**src/rtl/spi_sync_decoder.sv**
```systemverilog
// SPI receive decoder: synchronises sck/din/cs into clk, extracts bytes in any SPI mode.
// Define SPIDEC_FRAMEERR_EN to build the aborted-partial-byte (frame_err) detector.
module spi_sync_decoder #(
    parameter int SYNC_STAGES = 2
) (
    input  logic        clk,
    input  logic        reset_i,
    input  logic        sck,
    input  logic        din,
    input  logic        cs,
    input  logic        cfg_enable,
    input  logic        cfg_cpol,
    input  logic        cfg_cpha,
    input  logic        cfg_lsb_first,
    output logic [7:0]  dataout,
    output logic        data_rdy,
    output logic [15:0] byte_cnt,
    output logic        busy,
    output logic        frame_err
);

    logic [SYNC_STAGES-1:0] sck_sync_q, din_sync_q, cs_sync_q;
    logic                   sck_dly_q, cs_dly_q;
    logic [SYNC_STAGES:0]   arm_q;

    logic       busy_q, busy_d;
    logic [2:0] bitcnt_q, bitcnt_d;
    logic [7:0] sr_q, sr_d;
    logic [7:0] dout_q, dout_d;
    logic       rdy_q, rdy_d;
    logic [15:0] bcnt_q, bcnt_d;
    logic       cpol_q, cpol_d, cpha_q, cpha_d, lsb_q, lsb_d;

    logic       sck_s, din_s, cs_s;
    logic       armed, frame_start, frame_end, sck_rise, sck_fall, sample;
    logic [7:0] shift_nxt;

    // All three pins share one depth so din stays aligned with its sck edge.
    always_ff @(posedge clk or posedge reset_i) begin
        if (reset_i) begin
            sck_sync_q <= '0;
            din_sync_q <= '0;
            cs_sync_q  <= '1;
            sck_dly_q  <= 1'b0;
            cs_dly_q   <= 1'b1;
            arm_q      <= '0;
        end else begin
            sck_sync_q <= {sck_sync_q[SYNC_STAGES-2:0], sck};
            din_sync_q <= {din_sync_q[SYNC_STAGES-2:0], din};
            cs_sync_q  <= {cs_sync_q[SYNC_STAGES-2:0], cs};
            sck_dly_q  <= sck_sync_q[SYNC_STAGES-1];
            cs_dly_q   <= cs_sync_q[SYNC_STAGES-1];
            arm_q      <= {arm_q[SYNC_STAGES-1:0], 1'b1};
        end
    end

    assign sck_s = sck_sync_q[SYNC_STAGES-1];
    assign din_s = din_sync_q[SYNC_STAGES-1];
    assign cs_s  = cs_sync_q[SYNC_STAGES-1];

    // The reset value of the cs chain is not a real pin level; wait until the
    // chain and its delayed copy hold sampled values before accepting a start.
    assign armed       = arm_q[SYNC_STAGES];
    assign frame_start = armed & ~busy_q & cs_dly_q & ~cs_s & cfg_enable;
    assign frame_end   = busy_q & (cs_s | ~cfg_enable);
    assign sck_rise    = sck_s & ~sck_dly_q;
    assign sck_fall    = ~sck_s & sck_dly_q;
    assign sample      = busy_q & ~frame_end & ((cpol_q == cpha_q) ? sck_rise : sck_fall);
    assign shift_nxt   = lsb_q ? {din_s, sr_q[7:1]} : {sr_q[6:0], din_s};

    always_comb begin
        busy_d   = busy_q;
        bitcnt_d = bitcnt_q;
        sr_d     = sr_q;
        dout_d   = dout_q;
        rdy_d    = 1'b0;
        bcnt_d   = bcnt_q;
        cpol_d   = cpol_q;
        cpha_d   = cpha_q;
        lsb_d    = lsb_q;
        if (frame_start) begin
            busy_d   = 1'b1;
            bitcnt_d = 3'd0;
            sr_d     = 8'h00;
            bcnt_d   = 16'h0000;
            cpol_d   = cfg_cpol;
            cpha_d   = cfg_cpha;
            lsb_d    = cfg_lsb_first;
        end else if (frame_end) begin
            busy_d   = 1'b0;
            bitcnt_d = 3'd0;
            sr_d     = 8'h00;
        end else if (sample) begin
            sr_d     = shift_nxt;
            bitcnt_d = bitcnt_q + 3'd1;
            if (bitcnt_q == 3'd7) begin
                dout_d = shift_nxt;
                rdy_d  = 1'b1;
                if (bcnt_q != 16'hFFFF) bcnt_d = bcnt_q + 16'd1;
            end
        end
    end

    always_ff @(posedge clk or posedge reset_i) begin
        if (reset_i) begin
            busy_q   <= 1'b0;
            bitcnt_q <= 3'd0;
            sr_q     <= 8'h00;
            dout_q   <= 8'h00;
            rdy_q    <= 1'b0;
            bcnt_q   <= 16'h0000;
            cpol_q   <= 1'b0;
            cpha_q   <= 1'b0;
            lsb_q    <= 1'b0;
        end else begin
            busy_q   <= busy_d;
            bitcnt_q <= bitcnt_d;
            sr_q     <= sr_d;
            dout_q   <= dout_d;
            rdy_q    <= rdy_d;
            bcnt_q   <= bcnt_d;
            cpol_q   <= cpol_d;
            cpha_q   <= cpha_d;
            lsb_q    <= lsb_d;
        end
    end

`ifdef SPIDEC_FRAMEERR_EN
    logic ferr_q;
    always_ff @(posedge clk or posedge reset_i) begin
        if (reset_i) ferr_q <= 1'b0;
        else         ferr_q <= ~frame_start & frame_end & (bitcnt_q != 3'd0);
    end
    assign frame_err = ferr_q;
`else
    assign frame_err = 1'b0;
`endif

    assign dataout  = dout_q;
    assign data_rdy = rdy_q;
    assign byte_cnt = bcnt_q;
    assign busy     = busy_q;

endmodule

```
**config.mk**
```make
export PLATFORM = sky130hd
export DESIGN_NAME = spi_sync_decoder
export DESIGN_NICKNAME = d
export VERILOG_FILES = /design/src/rtl/spi_sync_decoder.sv
export SDC_FILE = /design/constraint.sdc
export NUM_CORES = 1
export LEC_CHECK = 0
export CAP_MARGIN = 20
export CELL_PAD_IN_SITES_DETAIL_PLACEMENT = 0
export CELL_PAD_IN_SITES_GLOBAL_PLACEMENT = 1
export CORE_ASPECT_RATIO = 0.5
export CORE_UTILIZATION = 42
export DETAILED_ROUTE_END_ITERATION = 10
export GPL_ROUTABILITY_DRIVEN = 0
export PLACE_DENSITY = 0.77
export SETUP_SLACK_MARGIN = 0.1
export SLEW_MARGIN = 30
export SYNTH_ARGS = -nofsm -noshare
export SYNTH_HDL_FRONTEND = slang
export SYNTH_SLANG_ARGS = --single-unit
```
**constraint.sdc**
```tcl
create_clock -name clk -period 2.4 [get_ports clk]
set_clock_uncertainty 0.1 [all_clocks]
set_input_delay 0.6 -clock clk [delete_from_list [all_inputs] [get_ports clk]]
set_output_delay 0.6 -clock clk [all_outputs]
set_load 0.01 [all_outputs]
```
==> flow_summary.toml, run 1 <==
[power_and_ir_drop]
vdd_drop_max_mv = 0.334
intPower_w = 0.00114
power_density_nw_per_um2 = 519
p_leak_nw = 1.34
sw_frac_of_total_pct = 24.3
total_power_w = 0.00151
pwr-share-comb_pct = 6.5
p_clk_share_pct = 33.6
power.net_switching_w = 0.000365
seq_power_share_pct = 60.0

[clock_tree]
clockRootBuffer = "clkbuf_8"
htree_levels = 2
cts_setup_buffers = 0
clockBufferDepth = 2
cts_tree = "yes"
clkTransAtPathRegs_ps = 90
cts.sinks = 51
cts_made_buffers = 5
ctsHoldBuffers = 0
clock_latency_ps = 310

[finish]
n_fill_cell = 437
final_nets = 268
area_growth_pct = 25.1
utilization_pct = 56.8
drive_gt1_share_pct = 19.5
antenna_cells = 0

[routing]
ant_nets = 0
drc = 0
wl_per_cell_um = 14.4
viasPerCell = 5.23
vias = 1709
drt_iter0_drc = 65
wl_mm = 4.71
firstDrtPassIters = 4

[synthesis]
yosysTopAreaCell = "dfrtp_1"
synth-simple-area-share_pct = 22.0
syn_inst = 213
synth_adder_area_share_pct = 1.62
ys.flop_type = "dfrtp_1"
yosysWarnings = 0
synth_top_family_by_area = "simple AND/OR/NAND/NOR gates"
synth_xor_area_share_pct = 0.754
muxShareOfSynthArea_pct = 5.66
avgSynthCellArea_um2 = 10.9
synthTopCellsByArea = "dfrtp_1 (52%), nand2_1 (7.6%), mux2_2 (4.4%)"
ys_types = 46
syn_nets = 225
synth.top_cell.area_share_pct = 51.7
synth_area_um2 = 2320
synth-compound-area-share_pct = 10.8
ys_seq_area_share_pct = 55.1
synth-edff-count = 0
synth_seq_cells = 51
async_reset_ff_share_pct = 100

[flow_run]
cap_viol_max_count = 0

[global_route]
grt_first_pass_wirelength_mm = 7.96
grt-ovfl-total = 0
antenna_found_initial = 0
grt_usage_pct = 18.3
first_global_vias = 1703
grt_max_degree = 23

[floorplanning]
ioPinCount = 36
start_util_pct = 45.4
core.rowCount = 18
chipWidth_um = 107
core_um2 = 5110
die-area_um2 = 5850
dieHeight_um = 54.6

[sta]
finalSetupViolCount = 0
fin_ws_ps = 183
rsz0062_at_grt = "false"
relSlewSlack_pct = 55.6
finalMaxSlewViolations = 0
max_freq_mhz = 451
period_minus_slack_ps = 2220
final.period_utilization_pct = 92.4
worst_slew_pin_slew_ps = 663
final-hold-violation-count = 0

[setup_path]
worstSetupPathType = "in2reg"
required_ps = 2530
start_kind = "primary input"
worst_setup_path_end_kind = "flop"
path_max_fanout = 15
arrival_ps = 2350

[placement]
pre_cts_ws_ps = -345
placement.io_buffers = 34
dp_hpwl_mm = 3.25

[min_path]
worst_hold_path_type = "reg2reg"

[outcome]
status = "completed"
registers in the layout, indices dropped and copies added, names as in the netlist:
register / count
cpha_q: 1
arm_q: 3
din_sync_q: 2
sck_sync_q: 2
lsb_q: 1
cpol_q: 1
sck_dly_q: 1
byte_cnt: 16
cs_dly_q: 1
bitcnt_q: 3
data_rdy: 1
busy: 1
sr_q: 8
cs_sync_q: 2
dataout: 8
metrics by stage:
step           instance area, um^2  setup TNS [ps]  cells  hold WS [ps]
6_report                      2900               0    327           256
5_1_grt                       2900               0    327           264
4_1_cts                       2880               0    327           259
3_5_place_dp                  2790           -4980    319           236
3_3_place_gp                  2780           -6140    319           232
2_1_floorplan                 2320               0    213           231
layout make-up:
type	instances	area [um^2]	share of cell area (%)
Sequential cell	51	1280	44.1
Multi-Input combinational cell	149	988	34.0
Inverter	2	7.51	0.259
Clock inverter	2	17.5	0.603
Timing Repair Buffer	47	450	15.5
Tap cell	70	87.6	3.02
Clock buffer	6	72.6	2.50
synth_stat cells, types with 2 or more instances:
cell type / count
ha_1: 3
clkbuf_1: 3
nand2b_1: 4
nand2_1: 47
buf_2: 2
o21ai_0: 5
nor2_1: 3
or4_1: 4
dfstp_2: 3
dfrtp_1: 48
nor3_1: 5
buf_6: 3
and3_4: 2
a211o_1: 2
a221o_1: 3
inv_1: 2
nand3_1: 8
o31ai_1: 4
conb_1: 2
mux2i_1: 3
and2_1: 3
nand4_1: 2
and4_1: 2
a22o_1: 10
a21oi_1: 5
nor4_1: 4
nor2b_1: 3
mux2_2: 9
and3_2: 2
repair_timing:
| action | in CTS | in global routing |
|---|---|---|
| resized for setup | 3 | 4 |
| pin swaps | 0 | 0 |
| setup endpoints to repair | 12 | 13 |
cells in the final DEF, fill, tap and decap left out, types with 2 or more instances in the layout:
master | synthesis | layout
dfstp_2 | 3 | 3
nand2_1 | 47 | 47
o21ai_0 | 5 | 5
nor2b_1 | 3 | 2
a211o_1 | 2 | 2
and4_1 | 2 | 2
ha_1 | 3 | 3
a221o_1 | 3 | 3
nor4_1 | 4 | 4
clkbuf_8 | 1 | 5
a22o_1 | 10 | 10
conb_1 | 2 | 2
and2_1 | 3 | 3
nand3_1 | 8 | 8
clkinv_4 | 0 | 2
nor3_1 | 5 | 4
nand4_1 | 2 | 2
o31ai_1 | 4 | 4
mux2i_1 | 3 | 3
or4_1 | 4 | 3
buf_4 | 1 | 12
and3_4 | 2 | 3
mux2_2 | 9 | 9
nor2_1 | 3 | 3
dfrtp_1 | 48 | 48
inv_2 | 0 | 2
clkdlybuf4s50_1 | 0 | 34
nand2b_1 | 4 | 4
a21oi_1 | 5 | 5
power groups by stage:
stage	combinational [W]	sequential [W]	clock [W]
2_1_floorplan	0.0000692	0.000907	0
3_3_place_gp	0.0000914	0.000918	0
3_5_place_dp	0.0000941	0.000920	0
4_1_cts	0.0000962	0.000903	0.000525
5_1_grt	0.000108	0.000906	0.000559
6_report	0.0000972	0.000904	0.000506
worst max-delay path, stage by stage:
cell and delay, ps:
clkdlybuf4s50_1 470, nor2b_4 160, buf_4 130, and3_4 210
nand2_8 90, or4_1 530, a21oi_1 150
cell families (layout without fill, tap and decap cells):
family          Yosys count  after routing
compound gates           33             33
xor+xnor                  2              2
fa+ha+maj                 3              3
buf+inv                  13             57
flops                    51             51
mux                      12             12
other cells               2              2
simple gates             97             97
metal layers:
metal	share of wire [%]	wire length, um	track usage (%)	up-vias
met1	50	2370	23.9	841
met3	3.2	152	4.64	4
met4	0.79	37	5.48	0
met5	0	0	0	-
li1	-	-	-	836
met2	46	2150	31.1	28
path summary, 6_finish.rpt:
path / start / endpoint / slack (ps) / depth (start not counted)
hold / removal: sck_sync_q[0] / sck_sync_q[1] / 260 / 0
setup / recovery: cfg_enable / byte_cnt[10] / 180 / 7
min in group asynchronous: reset_i / byte_cnt[2] / 530 / 2
hold reg to reg: sck_sync_q[0] / sck_sync_q[1] / 260 / 0
max in group asynchronous: reset_i / byte_cnt[12] / 1130 / 3
setup reg to reg: byte_cnt[1] / byte_cnt[5] / 230 / 6
Power figures use the tool's default switching activity.
==> inputs of run 2 (changes only) <==
--- a/config.mk
+++ b/config.mk
@@ -10,9 +10,12 @@
 export CELL_PAD_IN_SITES_GLOBAL_PLACEMENT = 1
 export CORE_ASPECT_RATIO = 0.5
 export CORE_UTILIZATION = 42
+export CTS_CLUSTER_SIZE = 12
 export DETAILED_ROUTE_END_ITERATION = 10
 export GPL_ROUTABILITY_DRIVEN = 0
+export MAX_ROUTING_LAYER = met4
 export PLACE_DENSITY = 0.77
+export RECOVER_POWER = 25
 export SETUP_SLACK_MARGIN = 0.1
 export SLEW_MARGIN = 30
 export SYNTH_ARGS = -nofsm -noshare
==> flow_summary.toml, run 2 (synthesis gave the netlist of run 1 again) <==
[outcome]
status = "completed"

[floorplanning]
start_util_pct = 45.4
chipWidth_um = 107
core.rowCount = 18
ioPinCount = 36
core_um2 = 5110
die-area_um2 = 5850
dieHeight_um = 54.6

[clock_tree]
htree_levels = 2
cts.sinks = 51
cts_setup_buffers = 0
cts_made_buffers = 5
ctsHoldBuffers = 0
cts_tree = "yes"
clockRootBuffer = "clkbuf_8"
clock_latency_ps = 300
clkTransAtPathRegs_ps = 90
clockBufferDepth = 2

[sta]
final-hold-violation-count = 0
max_freq_mhz = 451
period_minus_slack_ps = 2220
hold_slack_ps = 257
relSlewSlack_pct = 45.1
setup_tns_ps = 0
rsz0062_at_grt = "false"
final.period_utilization_pct = 92.5
worst_slew_pin_slew_ps = 823
finalMaxSlewViolations = 0
finalSetupViolCount = 0

[power_and_ir_drop]
power_density_nw_per_um2 = 520
p_leak_nw = 1.33
vdd_drop_max_mv = 0.334

[routing]
wl_per_cell_um = 14.4
highest_layer = "met4"
met3_length_um = 137
drc = 0
viasPerCell = 5.24
firstDrtPassIters = 4
ant_nets = 0
wl_mm = 4.70
vias = 1712
drt_iter0_drc = 71
wl_met2_mm = 2.11
drt-met1-wl_mm = 2.41

[global_route]
grt_max_degree = 23
antenna_found_initial = 0
grt_first_pass_wirelength_mm = 7.96
first_global_vias = 1701
grt-ovfl-total = 0
grt_usage_pct = 18.9

[placement]
post_dp_cell_area_um2 = 2790
dp_hpwl_mm = 3.25
placement.io_buffers = 34

[finish]
largest_reg_flops = 16
final_nets = 268
drive_gt1_share_pct = 18.7
utilization_pct = 56.5
most-common-layout-cells = "dfrtp_1 (48), nand2_1 (47), clkdlybuf4s50_1 (30), buf_4 (12), a22o_1 (10)"
multi_input_area_um2 = 988
fin_area_um2 = 2890
antenna_cells = 0
layout_commonest_cell = "dfrtp_1"
n_fill_cell = 438
area_growth_pct = 24.4
ff_latch_area_um2 = 1280

[min_path]
worst_hold_path_type = "reg2reg"

[setup_path]
worst_setup_path_end_kind = "flop"
worstSetupPathType = "in2reg"
arrival_ps = 2350
path_max_fanout = 15
required_ps = 2530
start_kind = "primary input"

[flow_run]
cap_viol_max_count = 0
-- run 2: stage by stage --
step / total power, W / setup WS, ps / instances
6_report: 0.00150 / 181 / 327
5_1_grt: 0.00157 / 90.3 / 327
4_1_cts: 0.00152 / 130 / 327
3_5_place_dp: 0.00101 / -345 / 319
3_3_place_gp: 0.00101 / -333 / 319
2_1_floorplan: 0.000977 / 444 / 213
-- run 2: critical path: stages --
cell,delay (ps)
clkdlybuf4s50_1,470
nor2b_4,160
buf_4,130
and3_4,210
nand2_8,90
or4_1,530
a21oi_1,150
-- run 2: final timing paths --
path                            cells past startpoint  slack (ps)         from            to
worst max-delay path                                7         180   cfg_enable  byte_cnt[10]
worst min-delay path                                0         260     arm_q[0]      arm_q[1]
worst max register to register                      6         250  byte_cnt[1]   byte_cnt[5]
worst min register to register                      0         260     arm_q[0]      arm_q[1]
max in group asynchronous                           3         420      reset_i      data_rdy
min in group asynchronous                           2         790      reset_i   byte_cnt[2]
-- run 2: what timing repair did --
item / 4_1_cts / 5_1_grt
endpoints found under the hold margin: 0 / 0
cloned: 0 / 0
resized for setup: 3 / 4
setup endpoints to repair: 12 / 13
-- run 2: area by class of cell --
type	instances	area share [%]
clock buffers	6	2.51
clock inverters	2	0.606
inverters	2	0.260
multi-input cells	149	34.2
flip-flops and latches	51	44.3
well taps	70	3.03
repair buffers	47	15.1
-- run 2: routing by layer --
layer	GRT usage [%]	up-vias
met4	5.48	0
met1	23.9	841
met2	31.1	27
met3	4.64	6
met5	-	-
li1	-	838
-- run 2: power by group --
part	switching [W]	leakage, nW	total, W	internal, W
combinational	0.0000477	0.610	0.0000925	0.0000448
clock	0.000297	0.0454	0.000507	0.000210
sequential	0.0000217	0.679	0.000903	0.000882
